### config.mk
export PLATFORM = sky130hd
export DESIGN_NAME = tlb_miss_walker
export DESIGN_NICKNAME = d
export VERILOG_FILES = /design/src/rtl/tlb_miss_walker.sv
export SDC_FILE = /design/constraint.sdc
export NUM_CORES = 1
export LEC_CHECK = 0
export ABC_AREA = 1
export CAP_MARGIN = 15
export CORE_UTILIZATION = 30
export CTS_CLUSTER_SIZE = 20
export DETAILED_ROUTE_END_ITERATION = 12
export HOLD_SLACK_MARGIN = 0.15
export PLACE_DENSITY = 0.65
export SKIP_LAST_GASP = 1
export SYNTH_ARGS = -nofsm -noshare
export SYNTH_HDL_FRONTEND = slang
export SYNTH_SLANG_ARGS = --single-unit
### constraint.sdc
create_clock -name clk -period 2.5 [get_ports clk]
set_input_delay 0.75 -clock clk [delete_from_list [all_inputs] [get_ports clk]]
set_output_delay 0.75 -clock clk [all_outputs]
set_load 0.01 [all_outputs]
### src/rtl/tlb_miss_walker.sv
// Two-level hardware page-table walker that refills a direct-mapped TLB on a miss.
//
// Pages are 1 KB: directory index = va[31:20], table index = va[19:10].
// A walk reads the page-directory entry at {ptBase[31:14], va[31:20], 2'b00}, then the
// page-table entry at {pde[31:12], va[19:10], 2'b00}. Bit 0 of each entry is its valid bit.
// On success the TLB write side is strobed for one cycle with the 22-bit physical page.
//
// Ports:
//   clk, reset      clock, synchronous active-high reset
//   missValid       level request to start a walk (sampled only when idle)
//   missVirtAddr    faulting virtual address, captured with missValid
//   ptBase          page-directory base, 16 KB aligned (low 14 bits ignored)
//   memReq/memAddr  read request and word address, held until memAck
//   memAck/memData  read completion and data
//   tlbWriteEnable  one-cycle TLB write strobe qualifying tlbVirtAddr/tlbPhysPage
//   busy            high whenever a walk is in progress
//   walkDone        one-cycle completion pulse; walkFault is valid with it
//                   (00 ok, 01 directory invalid, 10 table invalid, 11 timeout)
//
// MEM_TIMEOUT bounds the cycles memReq may wait for memAck; 0 disables the timeout.

module tlb_miss_walker #(
    parameter int unsigned MEM_TIMEOUT = 255
) (
    input  logic        clk,
    input  logic        reset,
    input  logic        missValid,
    input  logic [31:0] missVirtAddr,
    input  logic [31:0] ptBase,
    output logic        memReq,
    output logic [31:0] memAddr,
    input  logic        memAck,
    input  logic [31:0] memData,
    output logic        tlbWriteEnable,
    output logic [31:0] tlbVirtAddr,
    output logic [31:0] tlbPhysPage,
    output logic        busy,
    output logic        walkDone,
    output logic [1:0]  walkFault
);

    typedef enum logic [2:0] {StIdle, StL1, StL2, StFill, StFault} state_t;

    // The timeout fires on the edge that would bring the wait count up to MEM_TIMEOUT.
    localparam logic [31:0] LastWaitCnt = 32'(MEM_TIMEOUT) - 32'd1;

    state_t      state_q;
    logic [31:0] va_q;
    logic [31:0] wait_cnt_q;
    logic        timeout_hit;

    assign timeout_hit = (MEM_TIMEOUT != 0) && (wait_cnt_q == LastWaitCnt);

    always_ff @(posedge clk) begin
        if (reset) begin
            state_q        <= StIdle;
            va_q           <= '0;
            wait_cnt_q     <= '0;
            memReq         <= 1'b0;
            memAddr        <= '0;
            tlbWriteEnable <= 1'b0;
            tlbVirtAddr    <= '0;
            tlbPhysPage    <= '0;
            busy           <= 1'b0;
            walkDone       <= 1'b0;
            walkFault      <= 2'b00;
        end else begin
            // Strobes default low; they are raised only on entry to FILL/FAULT.
            tlbWriteEnable <= 1'b0;
            walkDone       <= 1'b0;

            unique case (state_q)
                StIdle: begin
                    if (missValid) begin
                        va_q       <= missVirtAddr;
                        memReq     <= 1'b1;
                        memAddr    <= {ptBase[31:14], missVirtAddr[31:20], 2'b00};
                        wait_cnt_q <= '0;
                        busy       <= 1'b1;
                        state_q    <= StL1;
                    end
                end

                StL1, StL2: begin
                    // A response in the timeout cycle wins over the timeout.
                    if (memAck) begin
                        wait_cnt_q <= '0;
                        if (!memData[0]) begin
                            memReq    <= 1'b0;
                            walkDone  <= 1'b1;
                            walkFault <= (state_q == StL1) ? 2'b01 : 2'b10;
                            state_q   <= StFault;
                        end else if (state_q == StL1) begin
                            // memReq stays high; only the address moves to the table entry.
                            memAddr <= {memData[31:12], va_q[19:10], 2'b00};
                            state_q <= StL2;
                        end else begin
                            memReq         <= 1'b0;
                            tlbWriteEnable <= 1'b1;
                            tlbVirtAddr    <= va_q;
                            tlbPhysPage    <= {10'b0, memData[31:10]};
                            walkDone       <= 1'b1;
                            walkFault      <= 2'b00;
                            state_q        <= StFill;
                        end
                    end else if (timeout_hit) begin
                        memReq    <= 1'b0;
                        walkDone  <= 1'b1;
                        walkFault <= 2'b11;
                        state_q   <= StFault;
                    end else begin
                        wait_cnt_q <= wait_cnt_q + 32'd1;
                    end
                end

                StFill, StFault: begin
                    busy      <= 1'b0;
                    walkFault <= 2'b00;
                    state_q   <= StIdle;
                end

                default: state_q <= StIdle;
            endcase
        end
    end

endmodule

==> flow_metrics.tcl <==
set metrics [dict create \
    drtIter0Drc 367 \
    vias 7190 \
    setup_viol 0 \
    clkSinkCount 157 \
    synthCells 1078 \
    fp.dieW_um 158 \
    synth_flop_cell "dfxtp_1" \
    rsz0062_at_grt "false" \
    critical_path_peak_fanout 2 \
    diodes 0 \
    gp_congestion 0.926 \
    drv_cap 0 \
    hold_viol 0 \
    track_usage_pct 18.0 \
    fin_skew_ps 11.6 \
    cts_setup_buffers 0 \
    grt_pass1_wl_um 34900 \
    ys_seq_area_share_pct 42.8 \
    drc_errors 0 \
    async_flop_share_pct 0 \
    die_y_um 158 \
    port_buffers 166 \
    powerDensity_nw_per_um2 785 \
    crit_slowest_cell "clkdlybuf4s50_1" \
    max_freq_mhz 474 \
    numCtsBuffers 17 \
    fin_cells 1563 \
    grt_overflow_total 0 \
    grt_antenna_before_repair 0 \
    p_leak_nw 4.02 \
    clkTransAtPathRegs_ps 70 \
    synth.top_cells.by_count "nor2_1 (266), nand2_1 (212), dfxtp_1 (157)" \
    ys_types 40 \
    clock_latency_ps 430 \
    detail_route.vias_per_cell 4.60 \
    ys_warn_count 0 \
    start_util_pct 30.9 \
    synthTopCellsByArea "dfxtp_1 (43%), nor2_1 (14%), nand2_1 (11%)" \
    cp_data_required_time_ps 1750 \
    synth_area_leader_cell "dfxtp_1" \
    drt-total-wl_um 22200 \
    pin_count 202 \
    nets 1333 \
    grt_max_degree 82 \
    timing.critical_path.buf_inv 1 \
    first_global_vias 6643 \
    vdd.ir_drop.worst_uv 566 \
    synth_most_common_cell "nor2_1" \
    worstReg2RegStart "state_q[1]" \
    finalCriticalPeriod_ps 2110 \
    ys_ff_latch 157 \
    fin_hold_ws_ps 466 \
    cts_hold_buffers 0 \
    cts_resized 0 \
    end_kind "output pin" \
    synth-edff-count 0 \
    hold_start "walkFault[1]" \
    synth.avg_cell_area_um2 6.81 \
    detail_route.wl_per_cell_um 14.2 \
    critical_path_class "flop to output pin" \
    clk_path_buf_depth 2 \
    coreArea_um2 23800 \
    syn-cell-area_um2 7340 \
    max_stage_delay_ps 600 \
    arrival_ps 1360 \
    synth.top_cell.area_share_pct 42.8 \
    drt_pass1_iterations 5 \
    place_inst 1531 \
    tns_ps 0 \
    critPathLaunch "memAddr[31]" \
    critPathTopFamily "buffers and inverters" \
    tritoncts "yes" \
    hpwl_um 15900 \
    root_buffer "clkbuf_16" \
    h-tree-depth 4 \
    fp.dieArea_um2 25100 \
    drive_above_1_share_pct 9.24 \
    ant_nets 0 \
    rows 56 \
    slew_viol_final 0 \
    areaGrowthSynthToFinish_pct 35.5 \
    run_status "finished, final reports clean" \
    hold_class "flop to flop" \
    finalCritPeriodShare_pct 84.4 \
    cp_cell_sequence "clkdlybuf4s50_1" \
    startpoint_type "flop" \
]
## cells by family after synthesis
group           after synthesis  share of synthesized area [%]
compound gates              188                           13.8
simple gates                591                           34.0
buf+inv                     138                           8.91
fa+ha+maj                     2                          0.341
other cells                   1                         0.0511
flops                       157                           42.8
xor+xnor                      1                          0.119
## registers in the layout, indices dropped and copies added (netlist names), 2 cells and up
register / count
tlbVirtAddr: 32
va_q: 32
wait_cnt_q: 32
memAddr: 30
tlbPhysPage: 22
state_q: 3
walkFault: 2
## area by class of cell
cell class,instances,area (um2)
Multi-Input combinational cell,794,3590
Fill cell,2463,13800
Clock inverter,15,174
Tap cell,319,399
Inverter,71,270
Timing Repair Buffer,190,1940
Sequential cell,157,3140
Clock buffer,17,425
## report_power, final
part | leakage, nW | total, mW | internal [mW] | switching, mW
Combinational | 2.45 | 2.23 | 0.957 | 1.28
Clock | 0.286 | 2.61 | 1.35 | 1.26
Sequential | 1.28 | 2.97 | 2.81 | 0.154
## placed cells by master (no fill, tap or decap), types with 5 or more instances in the layout
cell             synthesis  layout
clkbuf_16                0      17
nand2_2                 19      19
nand3_1                 51      51
clkdlybuf4s50_1          0     166
buf_4                   16      16
a21oi_2                 16      16
nand2_1                212     212
inv_1                   64      63
nor3_1                   6       6
buf_12                   2       8
o21ai_0                133     133
dfxtp_1                157     157
a21oi_1                 35      35
nand4_1                 17      17
inv_2                    5       5
inv_8                    0       6
conb_1                   1      12
nor2_1                 266     265
## stage by stage
stage               power [mW]  worst slack, ps  instance area, um2  utilization (%)
floorplan                 4.28              732                7380                -
global placement          5.25             63.7                9350             39.4
detailed placement        5.27             39.5                9350             39.4
CTS                       7.88              366                9950             41.9
global route              8.23              260                9950             41.9
finish                    7.81              390                9950             41.9
## worst reg2reg max path, cell delays in order, from the launching register on
cell	delay, ps
dfxtp_1	420
inv_2	80
nand3_2	120
nand2_4	170
inv_1	420
buf_4	360
o21ai_0	120
o21ai_0	200
nor2_1	50
## worst paths after layout
kind                  endpoint  cells past startpoint  slack [ps]
setup reg to reg    memAddr[7]                      8         460
hold / removal    walkFault[1]                      2         470
hold reg to reg   walkFault[1]                      2         470
setup / recovery   memAddr[31]                      1         390
## per-layer routing
layer  global-route usage [%]  part of all wire [%]
met2                     29.1                    47
met3                     5.63                   6.7
met4                     5.13                   1.4
met1                     22.8                    44
met5                        0                     0
No activity file was read; power rests on OpenSTA's default activity.
